$ cat src/rtl/load_store_initiator.sv
// load_store_initiator: MEM-stage load/store requester for a word-wide data memory.
// Turns a byte address plus Funct3 into word accesses. An access that crosses a word
// boundary is split into two consecutive word accesses, and the two read words are
// merged before the load result is extended. busy holds the pipeline until done pulses.
module load_store_initiator #(
   parameter int DM_ADDRESS = 9,
   parameter int DATA_W     = 32
) (
   input  logic                    clk,
   input  logic                    rst_n,
   input  logic                    req_valid,
   input  logic                    MemRead,
   input  logic                    MemWrite,
   input  logic [2:0]              Funct3,
   input  logic [DM_ADDRESS-1:0]   a,
   input  logic [DATA_W-1:0]       wd,
   output logic                    busy,
   output logic                    done,
   output logic                    err,
   output logic [DATA_W-1:0]       rd,
   output logic                    mem_req,
   output logic                    mem_we,
   output logic [DM_ADDRESS-3:0]   mem_addr,
   output logic [3:0]              mem_be,
   output logic [DATA_W-1:0]       mem_wdata,
   input  logic [DATA_W-1:0]       mem_rdata,
   input  logic                    mem_ack
);

   localparam int WA = DM_ADDRESS - 2;

   typedef enum logic [1:0] {IDLE, ACC0, ACC1, RESP} state_t;

   state_t              state;
   logic [2:0]          f3_r;
   logic [1:0]          off_r;
   logic [7:0]          m_r;
   logic                ld_r;
   logic [DATA_W-1:0]   wd_r;
   logic [DATA_W-1:0]   lo_r;

   logic [7:0]          base;
   logic [7:0]          mask_in;
   logic                legal;
   logic [5:0]          rsh;
   logic [63:0]         pair;
   logic [63:0]         pair_sh;
   logic [31:0]         v;
   logic [DATA_W-1:0]   ld_val;
   logic [WA-1:0]       addr_inc;

   assign busy     = (state != IDLE);
   assign rsh      = 6'd32 - {1'b0, off_r, 3'b000};
   assign addr_inc = mem_addr + {{(WA-1){1'b0}}, 1'b1};

   // Request decode: lane mask from size and byte offset, and Funct3 legality per op.
   always_comb begin
      base = 8'h00;
      case (Funct3[1:0])
         2'b00:   base = 8'h01;
         2'b01:   base = 8'h03;
         default: base = 8'h0F;
      endcase
      mask_in = base << a[1:0];
      legal   = 1'b0;
      if (MemRead ^ MemWrite) begin
         if (MemRead)
            legal = (Funct3 == 3'b000) || (Funct3 == 3'b001) || (Funct3 == 3'b010) ||
                    (Funct3 == 3'b100) || (Funct3 == 3'b101);
         else
            legal = (Funct3 == 3'b000) || (Funct3 == 3'b001) || (Funct3 == 3'b010);
      end
   end

   // Load result: merge the two read words (hi is the live read word in ACC1), shift the
   // addressed bytes down, then sign- or zero-extend by size.
   always_comb begin
      pair = 64'h0;
      if (state == ACC1) pair = {mem_rdata, lo_r};
      else               pair = {32'h0, mem_rdata};
      pair_sh = pair >> {off_r, 3'b000};
      v       = pair_sh[31:0];
      case (f3_r)
         3'b000:  ld_val = {{24{v[7]}}, v[7:0]};
         3'b001:  ld_val = {{16{v[15]}}, v[15:0]};
         3'b100:  ld_val = {24'h0, v[7:0]};
         3'b101:  ld_val = {16'h0, v[15:0]};
         default: ld_val = v;
      endcase
   end

   // Control FSM with registered memory-port and response outputs.
   always_ff @(posedge clk or negedge rst_n) begin
      if (!rst_n) begin
         state     <= IDLE;
         done      <= 1'b0;
         err       <= 1'b0;
         rd        <= '0;
         mem_req   <= 1'b0;
         mem_we    <= 1'b0;
         mem_addr  <= '0;
         mem_be    <= 4'h0;
         mem_wdata <= '0;
         f3_r      <= 3'b000;
         off_r     <= 2'b00;
         m_r       <= 8'h00;
         ld_r      <= 1'b0;
         wd_r      <= '0;
         lo_r      <= '0;
      end else begin
         case (state)
            IDLE: begin
               done <= 1'b0;
               err  <= 1'b0;
               if (req_valid && (MemRead || MemWrite)) begin
                  if (legal) begin
                     state     <= ACC0;
                     f3_r      <= Funct3;
                     off_r     <= a[1:0];
                     m_r       <= mask_in;
                     ld_r      <= MemRead;
                     wd_r      <= wd;
                     mem_req   <= 1'b1;
                     mem_we    <= MemWrite;
                     mem_addr  <= a[DM_ADDRESS-1:2];
                     mem_be    <= mask_in[3:0];
                     mem_wdata <= wd << {a[1:0], 3'b000};
                  end else begin
                     // Rejected request: respond immediately, memory untouched.
                     state <= RESP;
                     done  <= 1'b1;
                     err   <= 1'b1;
                  end
               end
            end
            ACC0: begin
               if (mem_ack) begin
                  lo_r <= mem_rdata;
                  if (|m_r[7:4]) begin
                     state     <= ACC1;
                     mem_addr  <= addr_inc;
                     mem_be    <= m_r[7:4];
                     mem_wdata <= wd_r >> rsh;
                  end else begin
                     state   <= RESP;
                     mem_req <= 1'b0;
                     mem_we  <= 1'b0;
                     mem_be  <= 4'h0;
                     done    <= 1'b1;
                     if (ld_r) rd <= ld_val;
                  end
               end
            end
            ACC1: begin
               if (mem_ack) begin
                  state   <= RESP;
                  mem_req <= 1'b0;
                  mem_we  <= 1'b0;
                  mem_be  <= 4'h0;
                  done    <= 1'b1;
                  if (ld_r) rd <= ld_val;
               end
            end
            default: begin
               // RESP: done/err were a one-cycle pulse; next request accepted in IDLE.
               done  <= 1'b0;
               err   <= 1'b0;
               state <= IDLE;
            end
         endcase
      end
   end

endmodule

$ cat config.mk
export PLATFORM = sky130hd
export DESIGN_NAME = load_store_initiator
export DESIGN_NICKNAME = d
export VERILOG_FILES = /design/src/rtl/load_store_initiator.sv
export SDC_FILE = /design/constraint.sdc
export NUM_CORES = 1
export LEC_CHECK = 0
export ABC_AREA = 1
export CAP_MARGIN = 20
export CORE_UTILIZATION = 58
export CTS_CLUSTER_DIAMETER = 150
export DETAILED_ROUTE_END_ITERATION = 10
export HOLD_SLACK_MARGIN = 0.06
export PLACE_DENSITY_LB_ADDON = 0.3
export SYNTH_ARGS = -nofsm -noshare
export SYNTH_HDL_FRONTEND = slang
export SYNTH_SLANG_ARGS = --single-unit
$ cat constraint.sdc
create_clock -name clk -period 4.05 [get_ports clk]
set_input_delay 0.81 -clock clk [delete_from_list [all_inputs] [get_ports clk]]
set_output_delay 0.81 -clock clk [all_outputs]
set_load 0.1 [all_outputs]
After elaboration in Yosys (flattened, before gate mapping)
Index checks and enable logic that the tools add are counted.
{"block": "totals", "ff_bits": 159, "input_bits": 82, "elab_cells": 110}
{"block": "op_classes", "n_addsub": 2, "eq_ne": 16, "n_shift": 4, "n_mux": 48, "bitwise": 1, "reduce_logical": 24}
{"op": "$mux W32", "count": 8}
{"op": "$pmux W32 S2", "count": 2}
{"op": "$pmux W32 S4", "count": 1}
{"op": "$mux W64", "count": 1}
{"op": "$shr A64 B5 Y32", "count": 1}
{"op": "$shl A32 B5 Y32", "count": 1}
{"op": "$shr A32 B6 Y32", "count": 1}
{"op": "$mux W7", "count": 4}
{"op": "$mux W4", "count": 5}
{"op": "$mux W1", "count": 15}
{"op": "$pmux W7 S2", "count": 1}
{"op": "$eq A3 B3 Y1 const B", "count": 4}
{"op": "$ne A2 B2 Y1 const B", "count": 6}
{"op": "$pmux W4 S3", "count": 1}
{"op": "$reduce_and A5 Y1", "count": 2}
{"op": "$pmux W1 S3", "count": 3}
{"op": "$reduce_and A3 Y1", "count": 3}
{"op": "$mux W2", "count": 4}
{"op": "$pmux W4 S2", "count": 1}
{"op": "$shl A8 B2 Y8", "count": 1}
{"op": "$add A7 B1 Y7 const B", "count": 1}
{"op": "$eq A3 B1 Y1 const B", "count": 2}
{"op": "$logic_not A3 Y1", "count": 2}
{"op": "$pmux W2 S3", "count": 1}
{"op": "16 further kinds", "count": 24}

Longest topological paths before layout
Gate-level depths: netlist (run 1).
{"block": "logic_depth", "word_depth": 10, "depth_mapped": 14}

Least setup slack after synthesis (run 1)
OpenSTA, ideal clock, no wires.
{"block": "synth_path", "path_kind": "input to register", "startpoint": "in MemRead", "endpoint": "reg mem_addr[0]", "setup_time_ps": 120, "t_arrival_ps": 1889, "required_time_ps": 3930, "setup_slack_ps": 2041, "stages": 12, "path_buffers": 2, "cell_sequence": "inv_1 ha_1 o21ai_2 nor2_4 nor2_8 inv_2 nand2_2 inv_2 buf_6 buf_6 nand2_1 nand2_1"}
{"block": "synth_via", "elab_chain_cells": 4, "elab_cells_between_ends": 8, "cone_classes": "2 x eq/ne; 2 x mux; 1 x bitwise; 3 x reduce/logical"}
{"element": "start, declared", "line": "12", "source": "input logic MemRead,"}
{"element": "$mux W1 (tied with other cells)", "line": "67", "source": "if (MemRead)"}
{"element": "$mux W1 or $logic_and A1 B1 Y1 (tied branches)", "line": "66, 115"}
{"element": "$ne A2 B2 Y1 (no source line)"}
{"element": "$reduce_and A5 Y1 (no source line) *"}
{"element": "end signal, assigned", "line": "125", "source": "mem_addr <= a[DM_ADDRESS-1:2];"}
{"element": "end signal, assigned", "line": "141", "source": "mem_addr <= addr_inc;"}
{"element": "end, declared", "line": "23", "source": "output logic [DM_ADDRESS-3:0] mem_addr,"}
Every way passes the cells marked *; elsewhere a longest branch is shown, timed or not.
A chain may end at the register's enable or synchronous reset.

Final worst setup path (run 1)
{"block": "layout_path", "startpoint": "reg state[1]", "endpoint": "out busy"}
{"block": "layout_via", "elab_chain_cells": 1}
{"element": "start, declared", "line": "34", "source": "state_t state;"}
{"element": "start signal, assigned", "line": "95", "source": "state <= IDLE;"}
{"element": "start signal, assigned", "line": "117", "source": "state <= ACC0;"}
{"element": "start signal, assigned", "line": "130", "source": "state <= RESP;"}
{"element": "$reduce_bool A2 Y1", "line": "52", "source": "assign busy = (state != IDLE);"}
{"element": "end, declared", "line": "17", "source": "output logic busy,"}
No other way between the ends.

==> metrics.txt, run 1 <==
Initial Utilization 0.6017; number of global-route vias before repair 8402; Yosys cell types 43; CTS sink cnt 154; Critical Path AT 2.45 ns; initial drt markers 1199; drc violations 0; area grow syn2layout 23.67%; core area 0.01537 sq mm; share of cells above drive strength 1 0.08042; Net count, final 1506; vias per cell 5.657; Max Clk Rate 306.7 MHz; Crit Reg-Reg Endpoint rd[24]; Reg2Reg Setup Slack 1.26 ns; sequential share of the synthesized area 0.4167; Slew Limit Headroom 0.3015; Final Hold Vio Count 0; die height 128.3 microns; setup TNS 0 ns; final slew viol count 0; Least-Margin Pin Slew 1.045 ns; fin crit period 3.261 ns; PortBufs 161; clk_skew 0.006132 ns; GPL Wtd Cong 0.9382; Synth warnings 0; CP required 3.24 ns; first-pass GRT wire length 41530 microns; Clk Latency, worst-skew pair 0.42 ns; Synth Cell Area 0.009249 sq mm; Main synth FF type dfrtp_1; total track usage 0.3239; Site Rows 45; status complete, no violations; end of the critical path busy; post-synth top area cell dfrtp_1; # hold bufs at CTS 0; Syn Nets 1390; Synth top cells by count nand2_1 (516), dfrtp_1 (154), nand3_1 (142); Async S/R FF share, synth 1.000; Reg clk slew, reported paths 0.06 ns; Crit. Startpoint state[1]; R2R cell count 10; post-CTS setup buffer count 0; antenna violations before repair 0; ANT nets after route 0; Die Width 128.3 microns; top cells by area, synth dfrtp_1 (42%), nand2_1 (21%), nand3_1 (7.7%); Routed WL per cell 15.55 microns; largest net degree at the start of global routing 66; CTS Root Cell clkbuf_16; # resized after CTS 0; Final HPWL DP 17300 microns; detailed-router iteration count before antenna repair 6; CTS H-Tree Depth 4; Cells after Synth 1301; Final Cycle Share 0.8052; diodes inserted 0; Max-Cap Viols 0; largest buffer count on any clock path 2; critical path class register to output port; Hold Crit Class primary input to asynchronous set/reset pin; Mapped Avg Cell Area 7.109 sq um; EDFF count, synth 0; boundary pin count 162; via count 9283; GRT Residual Overflow 0; most common cell in the synthesized netlist nand2_1; FF-to-FF Start state[1]; RSZ-0062 raised after global routing no; Total Wirelength 25520 microns; Synth Register Bits 154; CTS tree built; CTS Buf Count 17; crit path launch type register; Die ar. 0.01646 sq mm; crit end category output port; top cell type's share of synthesized area 0.4167; crit-path max FO 7; final setup fails 0
-- flip-flops by register name, summed over array words and instances (netlist names) --
name       flops
state          2
ld_r           1
mem_be         4
f3_r           3
mem_req        1
mem_we         1
done           1
off_r          2
err            1
mem_wdata     32
lo_r          32
mem_addr       7
rd            32
m_r            3
wd_r          32
-- metrics by stage --
| stage | cell area (sq um) | utilization | cells | hold slack, ns | worst slack (ns) |
|---|---|---|---|---|---|
| finish | 11440 | 0.7442 | 1641 | 0.3387 | 0.7891 |
| global route | 11440 | 0.7442 | 1641 | 0.3853 | 0.7279 |
| CTS | 11440 | 0.7442 | 1641 | 0.3637 | 0.8218 |
| detailed placement | 10770 | 0.7006 | 1609 | 0.4599 | 1.144 |
| global placement | 10770 | 0.7006 | 1609 | 0.4551 | 1.251 |
| floorplan | 9249 | - | 1301 | 0.4422 | 2.041 |
-- cells by family (layout without fill, tap and decap cells) --
| group | after synthesis | count (layout) | share of synthesized area |
|---|---|---|---|
| AND/OR/NAND/NOR | 796 | 796 | 0.3634 |
| buffers and inverters | 173 | 302 | 0.09091 |
| AO/OA/AOI/OAI | 155 | 155 | 0.1005 |
| flip-flops | 154 | 154 | 0.4167 |
| multiplexers | 15 | 15 | 0.01813 |
| adder cells (fa/ha/maj) | 7 | 7 | 0.009469 |
| XOR/XNOR | 1 | 1 | 0.0009471 |
-- worst max-delay path: stages (launching register included) --
cell	delay, ns
dfrtp_1	0.39
inv_1	0.09
ha_1	0.21
inv_2	0.17
clkdlybuf4s50_1	1.16
-- layer usage --
layer	part of all wire	routed length, microns	GRT usage	up-vias
li1	-	-	-	4391
met1	0.44	11270	0.4703	4293
met2	0.44	11320	0.4954	532
met3	0.091	2333	0.05259	67
met4	0.023	593	0.1038	0
met5	0	0	0	-
-- area by class of cell --
cell class,count,area (sq um)
multi-input cells,974,4557
fillers,1197,3933
flip-flops and latches,154,3855
repair buffers,176,1733
clock buffers,19,452.9
inverters,94,360.3
well taps,211,264.0
clock inverters,13,216.5
-- how the worst min path moves through the flow --
stage | cells after the start | slack, ns | endpoint
global placement | 2 | 0.46 | lo_r[15]
detailed placement | 2 | 0.46 | lo_r[15]
CTS | 1 | 0.36 | rd[29]
floorplan | 2 | 0.44 | lo_r[15]
global route | 1 | 0.39 | rd[29]
finish | 1 | 0.34 | rd[29]
-- layout by cell type (no fill, tap or decap), types with 11 or more instances in the layout --
master	instances
nand2_1	516
clkdlybuf4s50_1	159
dfrtp_1	153
nand3_1	142
inv_1	78
o21ai_0	78
nor2_1	78
o211ai_1	43
clkbuf_16	17
mux2_2	14
or2_2	14
buf_4	14
or2_0	12
inv_2	11
Power of run 1 is left out: the tool's default activity adds up to more than one toggle a clock period on the data nets, which glitch-free logic cannot reach.
==> inputs of run 2 (changes only) <==
CORE_UTILIZATION = 54   (was 58)
clock period = 3.4 ns   (was 4.05 ns; I/O delays follow)
==> metrics.txt, run 2 (synthesis gave the netlist of run 1 again) <==
crit-path cells clkdlybuf4s50_1 (was inv_1 -> ha_1 -> inv_2 -> clkdlybuf4s50_1); status complete, no violations (unchanged); ANT nets after route 0 (unchanged); area grow syn2layout 20.98% (was 23.67%); via count 9126 (was 9283); drc violations 0 (unchanged); Max-Cap Viols 0 (unchanged); CTS sink cnt 154 (unchanged); Die ar. 0.01765 sq mm (was 0.01646 sq mm); Final HPWL DP 17560 microns (was 17300 microns); commonest non-fill, non-tap cell in the layout nand2_1 (unchanged); Clk Latency, worst-skew pair 0.43 ns (was 0.42 ns); final slew viol count 0 (unchanged); GPL Wtd Cong 0.8891 (was 0.9382); CP required 2.72 ns (was 3.24 ns); boundary pin count 162 (unchanged); Final Non-Filler Cells 1650 (was 1641); Net count, final 1506 (unchanged); Critical path buffers and inverters 1 (was 3); # hold bufs at CTS 0 (unchanged); Routed WL per cell 15.65 microns (was 15.55 microns); Top Family by Delay on Critical Path buffers and inverters (unchanged); final setup fails 0 (unchanged); clk_skew 0.005896 ns (was 0.006132 ns); Final Core Density 0.6724 (was 0.7442); setup TNS 0 ns (unchanged); CTS H-Tree Depth 4 (unchanged); Critical Path AT 1.91 ns (was 2.45 ns); core area 0.01664 sq mm (was 0.01537 sq mm); # resized after CTS 0 (unchanged); antenna violations before repair 0 (unchanged); PortBufs 161 (unchanged); largest net degree at the start of global routing 71 (was 66); RSZ-0062 raised after global routing no (unchanged); initial drt markers 1010 (was 1199); die height 132.9 microns (was 128.3 microns); Placed Instances 1618 (was 1609); CTS Buf Count 17 (unchanged); vias per cell 5.531 (was 5.657); number of global-route vias before repair 8171 (was 8402); Crit. Startpoint mem_wdata[16] (was state[1]); crit path launch type register (unchanged); Die Width 132.9 microns (was 128.3 microns); total track usage 0.2990 (was 0.3239); Worst path slowest cell clkdlybuf4s50_1 (unchanged); max incr delay on CP 1.13 ns (was 1.16 ns); Hold Crit Class primary input to asynchronous set/reset pin (unchanged); Slew Limit Headroom 0.3474 (was 0.3015); crit-path max FO 2 (was 7); CTS tree built (unchanged); post-CTS setup buffer count 0 (unchanged); Least-Margin Pin Slew 0.9758 ns (was 1.045 ns); Final Cycle Share 0.7631; dpl ws 0.6077 ns (was 1.144 ns); most frequent cells in the layout nand2_1 (516), dfrtp_1 (153), nand3_1 (142) (was nand2_1 (516), clkdlybuf4s50_1 (159), dfrtp_1 (153)); crit end category output port (unchanged); fin crit period 2.594 ns; diodes inserted 0 (unchanged); largest buffer count on any clock path 2 (unchanged); GRT Residual Overflow 0 (unchanged); Max Clk Rate 385.4 MHz; FF-to-FF Start state[0] (was state[1]); Site Rows 47 (was 45); critical path class register to output port (unchanged); Initial Utilization 0.5557 (was 0.6017); detailed-router iteration count before antenna repair 6 (unchanged); Total Wirelength 25820 microns (was 25520 microns); Reg clk slew, reported paths 0.07 ns (was 0.06 ns); share of cells above drive strength 1 0.1322 (was 0.08042); first-pass GRT wire length 41990 microns (was 41530 microns); Final Hold Vio Count 0 (unchanged); PnR worst setup slack 0.8056 ns (was 0.7891 ns); CTS Root Cell clkbuf_16 (unchanged)
run 2: cell count changes in the layout (fill, tap and decap cells not counted):
cell	before	now
buf_4	14	89
clkdlybuf4s50_1	159	84
bufinv_16	5	2
clkinv_4	4	1
clkinvlp_4	3	6
inv_6	2	4
clkbuf_1	0	1
run 2: final timing paths:
path / depth (start not counted) / to / slack [ns]
max in group asynchronous: 2 / off_r[0] / 2.30
worst min-delay path: 1 / rd[29] / 0.20
min in group clk: 2 / lo_r[26] / 0.47
worst max register to register: 11 / rd[26] / 0.94
worst max-delay path: 1 / mem_wdata[16] / 0.81
worst min register to register: 2 / lo_r[26] / 0.47
run 2: layer usage:
| metal | routed length (microns) | GRT usage | vias up |
|---|---|---|---|
| met1 | 11610 | 0.4323 | 4166 |
| met4 | 591 | 0.1162 | 0 |
| met2 | 11290 | 0.4430 | 502 |
| met5 | 0 | 0 | - |
| li1 | - | - | 4393 |
| met3 | 2334 | 0.05517 | 65 |
run 2: area by class of cell:
cell class / instances / area (sq um)
repair buffers: 176 / 1545
inverters: 94 / 360.3
multi-input cells: 974 / 4557
clock inverters: 12 / 140.1
well taps: 220 / 275.3
flip-flops and latches: 154 / 3855
clock buffers: 20 / 456.7
fillers: 1433 / 5453
run 2: stage by stage:
stage / hold slack [ns] / instance area, sq um
after floorplan: 0.3844 / 9249
after global placement: 0.4550 / 10590
after detailed placement: 0.4595 / 10590
after CTS: 0.2286 / 11190
after global routing: 0.2492 / 11190
final: 0.1972 / 11190
Power of run 2 is left out for the same reason.
==> inputs of run 3 (changes only) <==
clock period = 2.49 ns   (was 3.4 ns; I/O delays follow)
==> metrics.txt, run 3 (synthesis gave the netlist of run 1 again) <==
crit path launch type register (unchanged); area grow syn2layout 22.78% (was 20.98%); number of global-route vias before repair 8377 (was 8171); Slew Limit Headroom 0.6249 (was 0.3474); via count 9214 (was 9126); commonest non-fill, non-tap cell in the layout nand2_1 (unchanged); Final HPWL DP 18320 microns (was 17560 microns); PnR worst setup slack 0.1897 ns (was 0.8056 ns); CTS Buf Count 17 (unchanged); Routed WL per cell 15.94 microns (was 15.65 microns); fill cell total of the finished layout 1416 (was 1433); fin area 0.01136 sq mm (was 0.01119 sq mm); # resized after CTS 0 (unchanged); critical path class register to register (was register to output port); CTS sink cnt 154 (unchanged); first-pass GRT wire length 43240 microns (was 41990 microns); post-CTS setup buffer count 0 (unchanged); Total Wirelength 26530 microns (was 25820 microns); status complete, no violations (unchanged); Max Clk Rate 434.7 MHz; Least-Margin Pin Slew 0.5579 ns (was 0.9758 ns); Hold Crit Class register to register (was primary input to asynchronous set/reset pin); Net count, final 1520 (was 1506); # hold bufs at CTS 1 (was 0); clk_skew 0.008792 ns (was 0.005896 ns); setup TNS 0 ns (unchanged); largest net degree at the start of global routing 62 (was 71); Final Cycle Share 0.9238; antenna violations before repair 0 (unchanged); PortBufs 161 (unchanged); RSZ-0062 raised after global routing no (unchanged); ANT nets after route 0 (unchanged); dpl ws 0.1699 ns (was 0.6077 ns); crit end category register (was output port); placed cell area 0.01077 sq mm (was 0.01059 sq mm); Initial Utilization 0.5557 (unchanged); Reg clk slew, reported paths 0.07 ns (about the same); CP required 2.88 ns (was 2.72 ns); Final Hold Vio Count 0 (unchanged); FF+latch area 0.003855 sq mm (unchanged); Die Width 132.9 microns (unchanged); share of cells above drive strength 1 0.1440 (was 0.1322); worst hold margin 0.4738 ns (was 0.1972 ns); area taken by multi-input logic gates 0.004557 sq mm (unchanged); core area 0.01664 sq mm (unchanged); GRT Residual Overflow 0 (unchanged); die height 132.9 microns (unchanged); diodes inserted 0 (unchanged); Clk Latency, worst-skew pair 0.44 ns (was 0.43 ns); vias per cell 5.537 (was 5.531); drc violations 0 (unchanged); largest buffer count on any clock path 2 (unchanged); final setup fails 0 (unchanged); crit-path max FO 27 (was 2); Die ar. 0.01765 sq mm (unchanged); final slew viol count 0 (unchanged); CTS tree built (unchanged); boundary pin count 162 (unchanged); Critical Path AT 2.69 ns (was 1.91 ns); CTS H-Tree Depth 4 (unchanged); Max-Cap Viols 0 (unchanged); Site Rows 47 (unchanged); total track usage 0.3101 (was 0.2990); initial drt markers 1196 (was 1010); most frequent cells in the layout nand2_1 (516), dfrtp_1 (153), nand3_1 (142) (unchanged); detailed-router iteration count before antenna repair 8 (was 6); CTS Root Cell clkbuf_16 (unchanged); fin crit period 2.300 ns; GPL Wtd Cong 0.9270 (was 0.8891)
run 3: cell types whose count changed in the layout (fill, tap and decap cells not counted), sizes merged:
cell,previous run,this run
clkbuf,20,17
dlygate4sd3,0,1
clkinvlp,6,2
inv,94,100
clkinv,4,6
buf,92,110
bufinv,2,1
clkdlybuf4s50,84,79
run 3: layout make-up:
class	instances	area share
multi-input cells	974	0.4013
clock inverters	15	0.01366
flip-flops and latches	154	0.3395
repair buffers	190	0.1522
well taps	220	0.02424
inverters	94	0.03173
clock buffers	17	0.03746
run 3: through the flow:
stage / utilization / instances
floorplan: - / 1301
global placement: 0.6469 / 1631
detailed placement: 0.6469 / 1631
CTS: 0.6824 / 1664
global route: 0.6824 / 1664
finish: 0.6824 / 1664
run 3: path summary, 6_finish.rpt:
| kind | start | to | slack, ns | cells past startpoint |
|---|---|---|---|---|
| max | state[1] | mem_wdata[7] | 0.19 | 10 |
| min | lo_r[15] | lo_r[15] | 0.47 | 2 |
| max reg2reg | state[1] | mem_wdata[7] | 0.19 | 10 |
| min reg2reg | lo_r[15] | lo_r[15] | 0.47 | 2 |
| max in group asynchronous | rst_n | lo_r[20] | 1.22 | 3 |
| min in group asynchronous | rst_n | rd[27] | 0.55 | 2 |
run 3: worst max-delay path, cell delays in order (launching register included):
cell	delay, ns
dfrtp_1	0.41
inv_1	0.11
ha_1	0.41
inv_6	0.11
nor2_2	0.13
nand2_2	0.14
inv_2	0.42
o211ai_1	0.19
o211ai_1	0.16
nand2_1	0.09
nand2_1	0.07
run 3: routing by layer:
| layer | GRT usage | routed length [microns] | vias up | share of wire |
|---|---|---|---|---|
| met5 | 0 | 0 | - | 0 |
| met4 | 0.1130 | 591 | 0 | 0.022 |
| met3 | 0.05747 | 2377 | 59 | 0.090 |
| met2 | 0.4491 | 11740 | 469 | 0.44 |
| met1 | 0.4606 | 11820 | 4266 | 0.45 |
| li1 | - | - | 4420 | - |
Power of run 3 is left out for the same reason.
